$ cat src/rtl/pipeline_control_pkg.sv
// Shared types for the pipeline hazard/forwarding controller: forwarding
// selects, controller FSM states and the per-stage scoreboard entry.
package pipeline_control_pkg;

    typedef enum logic [1:0] {
        FWD_REG   = 2'd0,
        FWD_PREV1 = 2'd1,
        FWD_PREV2 = 2'd2,
        FWD_PREV3 = 2'd3
    } fwd_sel_t;

    typedef enum logic [1:0] {
        ST_RUN    = 2'd0,
        ST_DRAIN  = 2'd1,
        ST_HALTED = 2'd2
    } ctrl_state_t;

    typedef struct packed {
        logic       valid;
        logic [4:0] rd_addr;
        logic       is_load;
    } sb_entry_t;

    function automatic logic entry_hit(input sb_entry_t e, input logic [4:0] addr);
        return e.valid && (e.rd_addr == addr);
    endfunction

endpackage

$ cat src/rtl/pipeline_control_fwd_match.sv
// Forwarding select for one ID source operand against the EX/M/WB scoreboard.
// Also flags a load-use hazard when the youngest match is a load still in EX.
module fwd_match
    import pipeline_control_pkg::*;
(
    input  logic [4:0] src_addr_i,
    input  logic       src_use_i,
    input  sb_entry_t  ex_i,
    input  sb_entry_t  m_i,
    input  sb_entry_t  wb_i,
    output fwd_sel_t   sel_o,
    output logic       load_use_o
);

    logic active;

    assign active = src_use_i && (src_addr_i != 5'd0);

    always_comb begin
        sel_o      = FWD_REG;
        load_use_o = 1'b0;
        if (active) begin
            if (entry_hit(ex_i, src_addr_i)) begin
                sel_o      = FWD_PREV1;
                load_use_o = ex_i.is_load;
            end else if (entry_hit(m_i, src_addr_i)) begin
                sel_o = FWD_PREV2;
            end else if (entry_hit(wb_i, src_addr_i)) begin
                sel_o = FWD_PREV3;
            end
        end
    end

endmodule

$ cat src/rtl/pipeline_control.sv
// Pipeline hazard controller: forwarding selects, load-use stall, branch flush
// and ebreak drain/halt. Counters are built only with PIPELINE_CONTROL_PERF_EN.
module pipeline_control
    import pipeline_control_pkg::*;
#(
    parameter int CNT_W        = 32,
    parameter int DRAIN_CYCLES = 3
) (
    input  logic             clk,
    input  logic             rst,
    input  logic             id_valid,
    input  logic [4:0]       id_rs1_addr,
    input  logic [4:0]       id_rs2_addr,
    input  logic             id_use_rs1,
    input  logic             id_use_rs2,
    input  logic [4:0]       id_rd_addr,
    input  logic             id_writeback_en,
    input  logic             id_is_load,
    input  logic             id_is_ebreak,
    input  logic             ex_branch_taken,
    output logic             pc_stall,
    output logic             if_id_stall,
    output logic             if_id_flush,
    output logic             id_ex_bubble,
    output logic [1:0]       rs1_sel,
    output logic [1:0]       rs2_sel,
    output logic             halted,
    output logic [CNT_W-1:0] stall_cnt,
    output logic [CNT_W-1:0] flush_cnt
);

    localparam int DCW = $clog2(DRAIN_CYCLES + 1) < 1 ? 1 : $clog2(DRAIN_CYCLES + 1);

    sb_entry_t   ex_q, m_q, wb_q, issue_entry;
    ctrl_state_t state_q, state_d;
    logic [DCW-1:0] drain_cnt_q, drain_cnt_d;

    fwd_sel_t rs1_fwd, rs2_fwd;
    logic     rs1_lu, rs2_lu, load_use;
    logic     stall_c, flush_c, bubble_c, stall_event;

    fwd_match u_fwd_rs1 (
        .src_addr_i (id_rs1_addr),
        .src_use_i  (id_use_rs1),
        .ex_i       (ex_q),
        .m_i        (m_q),
        .wb_i       (wb_q),
        .sel_o      (rs1_fwd),
        .load_use_o (rs1_lu)
    );

    fwd_match u_fwd_rs2 (
        .src_addr_i (id_rs2_addr),
        .src_use_i  (id_use_rs2),
        .ex_i       (ex_q),
        .m_i        (m_q),
        .wb_i       (wb_q),
        .sel_o      (rs2_fwd),
        .load_use_o (rs2_lu)
    );

    assign load_use = rs1_lu || rs2_lu;

    always_comb begin
        state_d     = state_q;
        drain_cnt_d = drain_cnt_q;
        stall_c     = 1'b0;
        flush_c     = 1'b0;
        bubble_c    = 1'b0;
        stall_event = 1'b0;
        case (state_q)
            ST_RUN: begin
                // A taken branch squashes the younger load-use consumer, so it wins.
                flush_c     = ex_branch_taken;
                stall_event = load_use && !ex_branch_taken;
                stall_c     = stall_event;
                bubble_c    = stall_event || ex_branch_taken;
                if (id_valid && id_is_ebreak && !load_use && !ex_branch_taken) begin
                    state_d     = ST_DRAIN;
                    drain_cnt_d = DCW'(DRAIN_CYCLES);
                end
            end
            ST_DRAIN: begin
                stall_c  = 1'b1;
                bubble_c = 1'b1;
                flush_c  = ex_branch_taken;
                if (drain_cnt_q <= DCW'(1)) begin
                    state_d     = ST_HALTED;
                    drain_cnt_d = '0;
                end else begin
                    drain_cnt_d = drain_cnt_q - DCW'(1);
                end
            end
            ST_HALTED: begin
                stall_c  = 1'b1;
                bubble_c = 1'b1;
            end
            default: state_d = ST_RUN;
        endcase
    end

    always_comb begin
        issue_entry.valid   = id_valid && id_writeback_en && (id_rd_addr != 5'd0) && !bubble_c;
        issue_entry.rd_addr = id_rd_addr;
        issue_entry.is_load = id_is_load;
    end

    always_ff @(posedge clk) begin
        if (!rst) begin
            ex_q        <= '0;
            m_q         <= '0;
            wb_q        <= '0;
            state_q     <= ST_RUN;
            drain_cnt_q <= '0;
        end else begin
            wb_q        <= m_q;
            m_q         <= ex_q;
            ex_q        <= issue_entry;
            state_q     <= state_d;
            drain_cnt_q <= drain_cnt_d;
        end
    end

    // Control outputs are forced quiet while reset is being asserted.
    assign pc_stall     = rst && stall_c;
    assign if_id_stall  = rst && stall_c;
    assign if_id_flush  = rst && flush_c;
    assign id_ex_bubble = rst && bubble_c;
    assign rs1_sel      = rst ? rs1_fwd : FWD_REG;
    assign rs2_sel      = rst ? rs2_fwd : FWD_REG;
    assign halted       = (state_q == ST_HALTED);

`ifdef PIPELINE_CONTROL_PERF_EN
    logic [CNT_W-1:0] stall_cnt_q, flush_cnt_q;

    always_ff @(posedge clk) begin
        if (!rst) begin
            stall_cnt_q <= '0;
            flush_cnt_q <= '0;
        end else if (state_q != ST_HALTED) begin
            if (stall_event)
                stall_cnt_q <= stall_cnt_q + CNT_W'(1);
            if (ex_branch_taken)
                flush_cnt_q <= flush_cnt_q + CNT_W'(1);
        end
    end

    assign stall_cnt = stall_cnt_q;
    assign flush_cnt = flush_cnt_q;
`else
    assign stall_cnt = '0;
    assign flush_cnt = '0;
`endif

endmodule

$ cat config.mk
export PLATFORM = sky130hd
export DESIGN_NAME = pipeline_control
export DESIGN_NICKNAME = d
export VERILOG_FILES = /design/src/rtl/pipeline_control_pkg.sv /design/src/rtl/pipeline_control_fwd_match.sv /design/src/rtl/pipeline_control.sv
export SDC_FILE = /design/constraint.sdc
export NUM_CORES = 1
export LEC_CHECK = 0
export CELL_PAD_IN_SITES_DETAIL_PLACEMENT = 1
export CELL_PAD_IN_SITES_GLOBAL_PLACEMENT = 2
export CORE_ASPECT_RATIO = 0.75
export CORE_MARGIN = 4
export CORE_UTILIZATION = 24
export CTS_BUF_LIST = sky130_fd_sc_hd__clkbuf_4 sky130_fd_sc_hd__clkbuf_8
export CTS_CLUSTER_SIZE = 40
export DETAILED_ROUTE_END_ITERATION = 7
export PLACE_DENSITY = 0.89
export SYNTH_ARGS = -nofsm -noshare
export SYNTH_HDL_FRONTEND = slang
export SYNTH_HIERARCHICAL = 1
export SYNTH_SLANG_ARGS = --single-unit
$ cat constraint.sdc
create_clock -name clk -period 6.3 [get_ports clk]
set_input_delay 1.89 -clock clk [delete_from_list [all_inputs] [get_ports clk]]
set_output_delay 1.89 -clock clk [all_outputs]
set_load 0.01 [all_outputs]
# --- Yosys cells after proc, flatten, opt, wreduce, memory -nomap -nowiden ---
# Cells that the tools add are included.
op_classes:
  n_addsub: 1
  multipliers: 0
  n_div: 0
  n_lt_le_gt_ge: 1
  n_eq_ne: 10
  shift: 0
  mux: 23
  n_bitwise: 1
  n_reduce_logical: 32
ops:
  columns: ["op", "count"]
  rows:
  - ["$eq A5 B5 Y1", 6]
  - ["$mux W2", 14]
  - ["$logic_and A1 B1 Y1", 18]
  - ["$reduce_bool A5 Y1", 3]
  - ["$pmux W2 S3", 1]
  - ["$mux W1", 5]
  - ["$ne A2 B2 Y1 const B", 2]
  - ["$pmux W1 S2", 2]
  - ["$pmux W2 S2", 1]
  - ["$reduce_or A2 Y1", 2]
  - ["$logic_not A1 Y1", 3]
  - ["$reduce_and A3 Y1", 1]
  - ["$eq A2 B1 Y1 const B", 1]
  - ["$eq A2 B2 Y1 const B", 1]
  - ["$le A2 B1 Y1 const B", 1]
  - ["$logic_not A2 Y1", 1]
  - ["$logic_or A1 B1 Y1", 2]
  - ["$reduce_and A2 Y1", 1]
  - ["$reduce_bool A2 Y1", 1]
  - ["$sub A2 B1 Y2 const B", 1]
  - ["$not A1 Y1", 1]
totals:
  ff_bits: 23
  latch_bits: 0
  ram_bits: 0
  rom_bits: 0
  in_bits: 24
  out_inout_bits: 73
  word_cells: 77
  memories: 0

# --- Longest topological paths before layout ---
logic_depth:
  ltp_word: 10
  ltp_mapped: 9
  depth_no_buf: 8

# --- Cells and area by module ---
# The synthesis kept the hierarchy.
by_module_without_submodules:
  columns: ["module", "instances", "cells_per_inst", "area_per_inst_um2", "seq_area_each_um2"]
  rows:
  - ["pipeline_control", 1, 160, 1446.4, 500.5]
  - ["fwd_match", 2, 29, 214.0, 0.0]

# --- Worst setup path after synthesis ---
# Ideal clock, no wire load.
synth_path:
  path_type: "input-to-output"
  startpoint: "in id_rs2_addr[2]"
  endpoint: "out id_ex_bubble"
  arrival_ps: 3458
  required_time_ps: 4410
  path_slack_ps: 952
  cell_stages: 7
  path_buffers: 0
  path_cell_list: "or4_1 -> o21ai_2 -> inv_1 -> and3_1 -> or3_4 -> a21oi_1 -> nor2_1"
synth_between:
  elab_chain_len: 9
  word_cells_on_any_way: 11
  classes_between: "eq/ne (1); mux (3); reduce/logical (7)"
synth_rtl:
  columns: ["item", "line", "rtl"]
  rows:
  - ["start: declaration", "pipeline_control.sv:13", "input logic [4:0] id_rs2_addr,"]
  - ["$eq A5 B5 Y1", "pipeline_control_pkg.sv:25", "return e.valid && (e.rd_addr == addr);"]
  - ["$logic_and A1 B1 Y1", "pipeline_control_pkg.sv:25", null]
  - ["$mux W1", "pipeline_control_fwd_match.sv:23", "if (entry_hit(ex_i, src_addr_i)) begin"]
  - ["$mux W1 (*)", "pipeline_control_fwd_match.sv:22", "if (active) begin"]
  - ["named net rs2_lu", "pipeline_control.sv:39", "logic rs1_lu, rs2_lu, load_use;"]
  - ["$logic_or A1 B1 Y1 (*)", "pipeline_control.sv:62", "assign load_use = rs1_lu || rs2_lu;"]
  - ["$logic_and A1 B1 Y1 (*)", "pipeline_control.sv:75", "stall_event = load_use && !ex_branch_taken;"]
  - ["$logic_or A1 B1 Y1 (*)", "pipeline_control.sv:77", "bubble_c = stall_event || ex_branch_taken;"]
  - ["$pmux W1 S2 (*)", "pipeline_control.sv:71", "case (state_q)"]
  - ["$logic_and A1 B1 Y1 (*)", "pipeline_control.sv:128", "assign id_ex_bubble = rst && bubble_c;"]
  - ["end: declaration", "pipeline_control.sv:24", "output logic id_ex_bubble,"]
# Mark *: on every way through the listed nets, which the timed path passes. The rest lies on a longest branch.

# --- Final worst setup path ---
layout_path:
  startpoint: "in id_rs1_addr[3]"
  endpoint: "out rs1_sel[0]"
layout_between:
  elab_chain_len: 7
  word_cells_on_any_way: 13
  classes_between: "eq/ne (3); mux (5); reduce/logical (5)"
layout_rtl:
  columns: ["item", "line", "rtl"]
  rows:
  - ["start: declaration", "pipeline_control.sv:12", "input logic [4:0] id_rs1_addr,"]
  - ["$eq A5 B5 Y1", "pipeline_control_pkg.sv:25", null]
  - ["$logic_and A1 B1 Y1", "pipeline_control_pkg.sv:25", null]
  - ["$mux W2", "pipeline_control_fwd_match.sv:28", "end else if (entry_hit(wb_i, src_addr_i)) begin"]
  - ["$mux W2", "pipeline_control_fwd_match.sv:26", "end else if (entry_hit(m_i, src_addr_i)) begin"]
  - ["$mux W2", "pipeline_control_fwd_match.sv:23", null]
  - ["$mux W2 (*)", "pipeline_control_fwd_match.sv:22", null]
  - ["named net rs1_fwd[0]", "pipeline_control.sv:38", "fwd_sel_t rs1_fwd, rs2_fwd;"]
  - ["$mux W2 (*)", "pipeline_control.sv:129", "assign rs1_sel = rst ? rs1_fwd : FWD_REG;"]
  - ["end: declaration", "pipeline_control.sv:25", "output logic [1:0] rs1_sel,"]
# Marks and branches as above.

==> flow_summary.toml <==
[critical_path]
cpLargestDelayFamily = "buffers and inverters"
crit_path_end_kind = "primary output"
path_depth = 9
arrival_ns = 4.19
crit_chain = "clkdlybuf4s50_1, buf_4, xor2_1, nor4_1, nand3_1, a21oi_1, nor2_1, and2_1, clkdlybuf4s50_1"
path_class = "input port to primary output"
crit_top_cell = "clkdlybuf4s50_1"
reg2regPathDepth = 9
worstPathRequired_ns = 4.41
startpoint_type = "input port"
critPathMaxFanout = 3
cp_num_buf_inv = 3
cpMaxStageDelayCell = "nor4_1"
cpPeakStageDelay_ns = 0.54

[global_routing]
grt-ovfl-total = 0
grt_max_degree = 17
antenna_found_initial = 0
track_usage = 0.0958
grt_pass1_vias = 1386
grt_pass1_wl_um = 6980

[timing]
post-route-period-util = 0.965
finalClockSkew_ns = 0.00783
rsz0062_at_grt = "false"
hold_viol = 0
slew_headroom = 0.606
worst_slack_ns = 0.221
setup_viol = 0
fmax_mhz = 164
drv_slew = 0
setup_tns_ns = 0
min_period_ns = 6.08
tightest_slew_ns = 0.585

[routing]
ant_nets = 0
drt_pre_antenna_iters = 4
viasPerCell = 3.68
wl_met1_um = 2060
wl_met3_um = 222
routed-wl-met2_um = 2160
wl_um = 4470
highest_layer = "met4"
drc = 0
drt_iter0_drc = 52
wl_per_cell_um = 12.4
vias = 1333

[clock_tree]
cts.clk_slew.worst_paths_ns = 0.09
post_cts_buffers = 0
cts_root_buffer = "clkbuf_8"
cts_max_path_buffers = 2
clk_latency_ns = 0.26
cts_buffers = 3
cts_tree = "done"
ctsHoldBuffers = 0
htreeDepth = 1
cts_sinks = 23

[placed_design]
dp_slack_ns = -0.0140
port_buffers = 32
place.gp.congestion = 0.812
dpl_cell_area_mm2 = 0.00213
post-dp-hpwl_um = 3950

[yosys]
ys_warn_count = 6
synth_area_per_cell_um2 = 8.51
synth_area_mm2 = 0.00182
synthCells = 214

[layout]
final_util = 0.297
diodes = 0
drive_gt1_frac = 0.115
layout_common_cells = "conb_1 (64), clkdlybuf4s50_1 (29), xor2_1 (24)"
area_growth_syn_to_layout_pct = 20.3
final_common_cell = "conb_1"
final_cell_area_mm2 = 0.00219
nNetsFinal = 291
nFillCells = 940

[job]
maxCapViolCount = 0

[floorplan]
fp.dieW_um = 109
start_util = 0.247
dieHeight_um = 83.5
row_count = 27
die-area_mm2 = 0.00906
io-pin-count = 97
coreArea_mm2 = 0.00736

[power]
max-vdd-ir-drop_uv = 91.3
power_mw = 0.467
power.density_mw_per_mm2 = 213
leakagePower_nw = 1.06

[run_status]
status = "finished clean"

[hold_path]
hold_depth = 1
worst_hold_path_type = "register to register"
-- path summary, 6_finish.rpt --
| check | startpoint | end | slack, ns |
|---|---|---|---|
| worst max-delay path | id_rs1_addr[3] | rs1_sel[0] | 0.22 |
| worst min-delay path | ex_q[6]$_SDFF_PN0_ | m_q[6]$_SDFF_PN0_ | 0.53 |
| worst max register to register | ex_q[2]$_SDFF_PN0_ | state_q[1]$_SDFFE_PN0P_ | 4.08 |
| worst min register to register | ex_q[6]$_SDFF_PN0_ | m_q[6]$_SDFF_PN0_ | 0.53 |
-- worst register-to-register path: stages, from the launching register on --
cell and delay, ns:
dfxtp_1 0.43, xor2_1 0.20, nor4_1 0.07, and3_1 0.19
and3_1 0.21, or3_4 0.41, buf_4 0.17, o21ai_4 0.22
a21oi_2 0.08, a211oi_2 0.19
-- report_power, final --
part	leakage [nW]	switching [mW]	internal [mW]
Sequential	0.189	0.0141	0.160
Combinational	0.848	0.111	0.0905
Clock	0.0217	0.0467	0.0446
-- metal layers --
metal / vias to the layer above / track usage
li1: 666 / -
met5: - / 0
met3: 2 / 0.0170
met2: 44 / 0.160
met1: 621 / 0.131
met4: 0 / 0.0138
-- per-stage QoR --
stage	hold slack (ns)	instances
6_report	0.530	362
5_1_grt	0.566	362
4_1_cts	0.539	362
3_5_place_dp	0.510	358
3_3_place_gp	0.464	358
2_1_floorplan	0.440	277
-- final cells by class --
type                       count  area (um2)  area share
timing repair buffer          48         448       0.204
tap                          101         126      0.0577
multi-input combinational    179        1080       0.493
inverter                       7        26.3      0.0120
sequential                    23         460       0.210
clock inverter                 1        7.51     0.00343
clock buffer                   3        41.3      0.0188
-- flip-flops by register name, summed over array words and instances, names as in the netlist --
| name | count |
|---|---|
| drain_cnt_q | 2 |
| ex_q | 7 |
| state_q | 2 |
| m_q | 6 |
| wb_q | 6 |
-- timing repair --
action,in CTS,in global routing
pin swaps,0,1
resized for setup,2,3
endpoints found under the setup margin,3,3
Power figures use the tool's default switching activity.
